[config.mk]
export PLATFORM = sky130hd
export DESIGN_NAME = rv32i_multicycle_ctrl
export DESIGN_NICKNAME = d
export VERILOG_FILES = /design/src/rtl/rv32i_multicycle_ctrl.sv
export SDC_FILE = /design/constraint.sdc
export NUM_CORES = 1
export LEC_CHECK = 0
export ABC_AREA = 1
export BUFFER_PORTS_ARGS = -buffer_cell sky130_fd_sc_hd__clkbuf_2
export CAP_MARGIN = 20
export CORE_MARGIN = 2
export CORE_UTILIZATION = 42
export CTS_BUF_LIST = sky130_fd_sc_hd__clkbuf_2
export DETAILED_ROUTE_END_ITERATION = 7
export GPL_TIMING_DRIVEN = 0
export HOLD_SLACK_MARGIN = 0.1
export PLACE_DENSITY = 0.84
export SETUP_SLACK_MARGIN = 0.3
export SYNTH_ARGS = -nofsm -noshare
export SYNTH_HDL_FRONTEND = slang
export SYNTH_SLANG_ARGS = --single-unit
[constraint.sdc]
create_clock -name clk -period 1.55 [get_ports clk]
set_input_delay 0.2325 -clock clk [delete_from_list [all_inputs] [get_ports clk]]
set_output_delay 0.2325 -clock clk [all_outputs]
set_load 0.005 [all_outputs]
[src/rtl/rv32i_multicycle_ctrl.sv]
// rv32i_multicycle_ctrl
//   Moore control FSM for a multicycle RV32I datapath with one shared memory.
//   It supports lw, sw, R-type (add/sub/or/slt), addi, beq and jal. Every
//   memory state stalls until mem_ready is high.
// Ports
//   clk, rst (synchronous, active-low)
//   op/f3/f7b5  instruction fields from IR
//   Zero        ALU zero flag
//   mem_ready   memory finishes the current access this cycle
//   mem_req .. ALUControl  per-cycle datapath strobes and mux selects
//   halted      the FSM is in HALT
//   state       current state, for debug
// Parameter
//   ILLEGAL_HALT  1: an unknown opcode halts the FSM; 0: it is treated as a NOP
module rv32i_multicycle_ctrl #(
  parameter logic ILLEGAL_HALT = 1'b1
) (
  input  logic       clk,
  input  logic       rst,
  input  logic [6:0] op,
  input  logic [2:0] f3,
  input  logic       f7b5,
  input  logic       Zero,
  input  logic       mem_ready,
  output logic       mem_req,
  output logic       AdrSrc,
  output logic       IRWrite,
  output logic       PCWrite,
  output logic       MemWrite,
  output logic       RegWrite,
  output logic [1:0] ResultSrc,
  output logic [1:0] ALUSrcA,
  output logic [1:0] ALUSrcB,
  output logic [1:0] ImmSrc,
  output logic [2:0] ALUControl,
  output logic       halted,
  output logic [3:0] state
);

  localparam logic [6:0] OP_LW  = 7'b0000011;
  localparam logic [6:0] OP_SW  = 7'b0100011;
  localparam logic [6:0] OP_R   = 7'b0110011;
  localparam logic [6:0] OP_I   = 7'b0010011;
  localparam logic [6:0] OP_JAL = 7'b1101111;
  localparam logic [6:0] OP_BEQ = 7'b1100011;

  typedef enum logic [3:0] {
    S_FETCH    = 4'd0,
    S_DECODE   = 4'd1,
    S_MEMADR   = 4'd2,
    S_MEMREAD  = 4'd3,
    S_MEMWB    = 4'd4,
    S_MEMWRITE = 4'd5,
    S_EXECR    = 4'd6,
    S_EXECI    = 4'd7,
    S_ALUWB    = 4'd8,
    S_JAL      = 4'd9,
    S_BEQ      = 4'd10,
    S_HALT     = 4'd11
  } state_t;

  state_t     state_q, state_d;
  logic [2:0] alu_exec;

  always_ff @(posedge clk) begin
    if (!rst) state_q <= S_FETCH;
    else      state_q <= state_d;
  end

  assign state = state_q;

  // The immediate format depends only on the opcode, so it is valid in every state.
  always_comb begin
    case (op)
      OP_SW:   ImmSrc = 2'b01;
      OP_BEQ:  ImmSrc = 2'b10;
      OP_JAL:  ImmSrc = 2'b11;
      default: ImmSrc = 2'b00;
    endcase
  end

  // Only R-type uses sub for f3=000. addi with instr[30] set stays add.
  always_comb begin
    case (f3)
      3'b000:  alu_exec = (op[5] & f7b5) ? 3'b001 : 3'b000;
      3'b110:  alu_exec = 3'b010;
      3'b010:  alu_exec = 3'b011;
      default: alu_exec = 3'b000;
    endcase
  end

  always_comb begin
    state_d    = state_q;
    mem_req    = 1'b0;
    AdrSrc     = 1'b0;
    IRWrite    = 1'b0;
    PCWrite    = 1'b0;
    MemWrite   = 1'b0;
    RegWrite   = 1'b0;
    ResultSrc  = 2'b00;
    ALUSrcA    = 2'b00;
    ALUSrcB    = 2'b00;
    ALUControl = 3'b000;
    halted     = 1'b0;
    case (state_q)
      S_FETCH: begin
        mem_req   = 1'b1;
        ALUSrcB   = 2'b10;
        ResultSrc = 2'b10;
        IRWrite   = mem_ready;
        PCWrite   = mem_ready;
        if (mem_ready) state_d = S_DECODE;
      end
      S_DECODE: begin
        ALUSrcA = 2'b01;
        ALUSrcB = 2'b01;
        case (op)
          OP_LW, OP_SW: state_d = S_MEMADR;
          OP_R:         state_d = S_EXECR;
          OP_I:         state_d = S_EXECI;
          OP_JAL:       state_d = S_JAL;
          OP_BEQ:       state_d = S_BEQ;
          default:      state_d = ILLEGAL_HALT ? S_HALT : S_FETCH;
        endcase
      end
      S_MEMADR: begin
        ALUSrcA = 2'b10;
        ALUSrcB = 2'b01;
        if (op == OP_LW)      state_d = S_MEMREAD;
        else if (op == OP_SW) state_d = S_MEMWRITE;
        else                  state_d = S_FETCH;
      end
      S_MEMREAD: begin
        mem_req = 1'b1;
        AdrSrc  = 1'b1;
        if (mem_ready) state_d = S_MEMWB;
      end
      S_MEMWB: begin
        ResultSrc = 2'b01;
        RegWrite  = 1'b1;
        state_d   = S_FETCH;
      end
      S_MEMWRITE: begin
        mem_req  = 1'b1;
        AdrSrc   = 1'b1;
        MemWrite = 1'b1;
        if (mem_ready) state_d = S_FETCH;
      end
      S_EXECR: begin
        ALUSrcA    = 2'b10;
        ALUControl = alu_exec;
        state_d    = S_ALUWB;
      end
      S_EXECI: begin
        ALUSrcA    = 2'b10;
        ALUSrcB    = 2'b01;
        ALUControl = alu_exec;
        state_d    = S_ALUWB;
      end
      S_ALUWB: begin
        RegWrite = 1'b1;
        state_d  = S_FETCH;
      end
      S_JAL: begin
        ALUSrcA = 2'b01;
        ALUSrcB = 2'b10;
        PCWrite = 1'b1;
        state_d = S_ALUWB;
      end
      S_BEQ: begin
        ALUSrcA    = 2'b10;
        ALUControl = 3'b001;
        PCWrite    = Zero;
        state_d    = S_FETCH;
      end
      S_HALT: begin
        halted  = 1'b1;
        state_d = S_HALT;
      end
      default: state_d = S_FETCH;
    endcase
    // Reset suppresses every side-effecting strobe. The selects still follow the state.
    if (!rst) begin
      mem_req  = 1'b0;
      IRWrite  = 1'b0;
      PCWrite  = 1'b0;
      MemWrite = 1'b0;
      RegWrite = 1'b0;
    end
  end

endmodule

Word level (Yosys, flattened, before mapping)
Index checks and enable logic that the tools add are counted.
- equality and inequality tests: 22
- reductions and logical operators: 13
- mux-type cells: 26
- bitwise logic cells: 1
- operators by type and width (operator ; count):
    $pmux 4 s7 ; 1
    $pmux 4 s5 ; 1
    $eq 4x3->1 const B ; 4
    $eq 4x4->1 const B ; 4
    $eq 7x6->1 const B ; 2
    $eq 7x7->1 const B ; 2
    $mux 1 ; 12
    $mux 4 ; 3
    $pmux 2 s2 ; 3
    $pmux 2 s3 ; 2
    $reduce_or 2->1 ; 6
    $reduce_or 3->1 ; 3
    $eq 4x2->1 const B ; 2
    $eq 7x2->1 const B ; 1
    $eq 7x5->1 const B ; 1
    $mux 3 ; 2
    $ne 2x2->1 const B ; 3
    $pmux 3 s2 ; 1
    $eq 4x1->1 const B ; 1
    $logic_not 4->1 ; 1
    $reduce_or 4->1 ; 1
    $eq 3x2->1 const B ; 1
    $eq 3x3->1 const B ; 1
    $logic_not 3->1 ; 1
    3 further kinds ; 3
- word-level logic and storage cells: 63
- flip-flop bits (word level): 4
- output and inout port bits: 22
- bits of input ports: 15

Depth between registers and ports, before layout
- word-level depth: 4
- mapped depth: 10
- mapped depth without buffers: 10

Least setup slack after synthesis
No wires, ideal clock.
- kind: register to output
- from: reg state_q[2] (netlist: state[2])
- to: out ALUControl[0]
- arrival time: 1.026 ns
- cell stages (with the launch flop): 5
- path buffers: 0
- slack: 0.291 ns
- cells stage by stage: dfxtp_1 inv_2 nor2_4 nand2_1 o41ai_1
- cells in the longest elaborated chain, start to end: 3
- ends and longest elaborated chain (item ; RTL line ; text):
    from (decl) ; 62 ; state_t state_q, state_d;
    from (signal assigned) ; 67 ; else state_q <= state_d;
    $eq 4x3->1 ; 105 ; case (state_q)
    $reduce_or 2->1 (no line) ; - ;
    $pmux 3 s2 (*) ; 105 ;
    to (decl) ; 35 ; output logic [2:0] ALUControl,
Every way passes the cells marked *; elsewhere a longest branch is shown, timed or not.

Worst setup path in the final report
- from: reg state_q[3] (netlist: state[3])
- to: out ALUSrcB[0]
- cells in the longest elaborated chain, start to end: 3
- ends and longest elaborated chain (item ; RTL line ; text):
    $eq 4x2->1 (tied with other cells) ; 105 ;
    $reduce_or 3->1 (no line) / $reduce_or 2->1 (equally long branches) ; - ;
    $pmux 2 s2 (*) ; 105 ;
    to (decl) ; 33 ; output logic [1:0] ALUSrcB,
Marks and branches as above.

==> impl_metrics.ini <==
[outcome]
status = completed

[sta]
grt_setup_unrepaired = yes
post-route-period-util_pct = 98.59
finClkSkew_ns = 0.005921
setup_violations = 0
finalHoldViolations = 0
max_freq_mhz = 654.4
finalSetupTns_ns = 0
fin_crit_ns = 1.528
slew_viol_final = 0
worst_slack_ns = 0.02186

[die]
ios = 37
die_h_um = 40.17
fp.dieW_um = 40.17
rows = 13
core_area_um2 = 1252
start_util_pct = 43.86
die_area_um2 = 1613

[layout]
syn2layout_area_growth_pct = 83.60
post-route-util_pct = 80.52
final_cells = 167
fillCellCount = 84
antennaDiodeCount = 0
layout-drive-gt1-share_pct = 62.50
fin_nets = 169
final_area_um2 = 1008
largest_register_ffs = 4

[clock_tree]
clkSlewWorstSetupHoldPaths_ns = 0.05
cts.sink_count = 4
ctsHtreeMaxLevel = 1
holdBufCountCts = 0
cts_inserted_buffers = 3
worstSkewPairLatency_ns = 0.21
cts_buffer_depth = 2
cts-root-buf = clkbuf_2
tritoncts = done

[critical_path]
start_kind = flop
crit_arrival_ns = 1.30
worstSetupPathType = reg2out
path_max_fanout = 4
crit_required_ns = 1.32
endpoint_kind = output pin

[pwr]
combPwrFrac_pct = 79.9
p_switching_w = 0.0007588
swShare_pct = 49.77
ir_drop_uv = 832.1
powerDensity_nw_per_um2 = 1512
p_leak_nw = 0.5731
p_seq_share_pct = 13.8
internal_power_w = 0.0007659
clockPowerShare_pct = 6.3

[route]
avgRoutedWirePerCell_um = 13.57
drtAntennaViolNets = 0
drtIter0Drc = 28
via_per_inst = 5.341
dr_total_vias = 892
drt_pre_antenna_iters = 4
wl_um = 2267
remaining_drc_errors = 0

[global_route]
grt-ovfl-total = 0
first_global_vias = 673
grt_pass1_wl_um = 2684
grt_max_degree = 9
grt_use_total_pct = 24.77
antenna_found_initial = 0

[synthesis]
ys_warn_count = 0
yosysTopAreaCell = nand2_1
synth_edf_count = 0
syn_inst = 101
ys_top_cells_by_area = nand2_1 (18%), dfxtp_1 (15%), nor2_1 (10%), inv_1 (8.9%), nor2_4 (6.2%)
yosysMostFrequentCell = nand2_1
syn_avg_cell_area_um2 = 5.438
synthFlopType = dfxtp_1
ys_top_cells_by_count = nand2_1 (27), nor2_1 (15), inv_1 (13), inv_2 (5)
synth_top_area_share_pct = 18.45
synth_seq_cells = 4
netlist_area_um2 = 549.3
synth-seq-area-share_pct = 14.58
synth-async-reset-ratio_pct = 0
synth_cell_types = 24
syn_nets = 116

[placement]
gp_congestion = 0.8754
io_buffers = 35
placed_area_um2 = 744.5
dpl.hpwl_um = 1214
dp_cells = 151
place_worst_setup_slack_ns = 0.1199

[job]
drv_cap = 0

[hold_path]
hold_class = in2reg
-- stage by stage --
stage,hold WS (ns),total power (W)
CTS,0.4036,0.001239
finish,0.4218,0.001525
detailed placement,0.5164,0.0008969
floorplan,0.4491,0.0006576
global placement,0.5142,0.0008870
global route,0.4433,0.001638
-- layout make-up --
type / count / area, um2 / share of cell area, %
sequential: 4 / 92.59 / 9.181
clock buffer: 3 / 15.01 / 1.489
multi-input combinational: 76 / 475.5 / 47.15
tap: 15 / 18.77 / 1.861
buffer: 2 / 18.77 / 1.861
inverter: 19 / 88.84 / 8.809
timing repair buffer: 48 / 299.0 / 29.65
-- power by group through the flow --
stage	clock [W]	combinational [W]	sequential (W)
after floorplan	0	0.000481	0.000177
after global placement	0	0.000712	0.000175
after detailed placement	0	0.000720	0.000177
after CTS	0.0000927	0.000943	0.000203
after global routing	0.000111	0.00131	0.000214
final	0.0000958	0.00122	0.000211
-- cells by family after synthesis --
| logic type | synth area share, % |
|---|---|
| other | 0.6827 |
| buffers and inverters | 15.94 |
| AOI/OAI and AO/OA | 12.76 |
| and+or+nand+nor | 56.04 |
| DFF | 14.58 |
-- metal layers --
layer	track usage (%)	vias up	wire length, um
li1	-	416	-
met1	28.29	412	805
met2	46.77	56	1195
met3	6.111	8	210
met4	2.586	0	55
met5	0	-	0
-- layout by cell type (no fill, tap or decap), types with 2 or more instances in the layout --
| master | count |
|---|---|
| nand2_1 | 21 |
| nand3_1 | 3 |
| inv_4 | 3 |
| nor2_1 | 9 |
| nand2_4 | 5 |
| o21ai_1 | 2 |
| inv_2 | 4 |
| dfxtp_4 | 3 |
| nand3_2 | 2 |
| buf_6 | 8 |
| buf_4 | 7 |
| nor3_1 | 2 |
| buf_2 | 9 |
| nor2_4 | 7 |
| o21ai_0 | 2 |
| nor2_2 | 4 |
| a21oi_1 | 3 |
| clkbuf_2 | 29 |
| a21oi_2 | 2 |
| a31oi_1 | 2 |
| inv_1 | 10 |
| nand2_2 | 6 |
-- worst max-delay path, stage by stage (launching register included) --
cell and delay, ns:
dfxtp_4 0.37, nor2_4 0.22, buf_6 0.14, nand2_4 0.06
clkinv_4 0.06, nor2_2 0.03, o21ai_1 0.08, buf_2 0.13
-- path summary, 6_finish.rpt --
path | startpoint | endpoint | slack, ns | cells past startpoint
worst max-delay path | state[3] | ALUSrcB[0] | 0.02 | 7
worst max register to register | state[3] | state[0] | 0.06 | 11
worst min-delay path | rst | state[0] | 0.42 | 3
worst min register to register | state[0] | state[3] | 0.54 | 2
-- what timing repair did --
action / 4_1_cts / 5_1_grt
endpoints found under the setup margin: 16 / 18
gates resized for setup: 25 / 34
buffers inserted: 8 / 5
pin swaps: 9 / 10
gates cloned: 0 / 0
No activity file was read; power rests on OpenSTA's default activity.
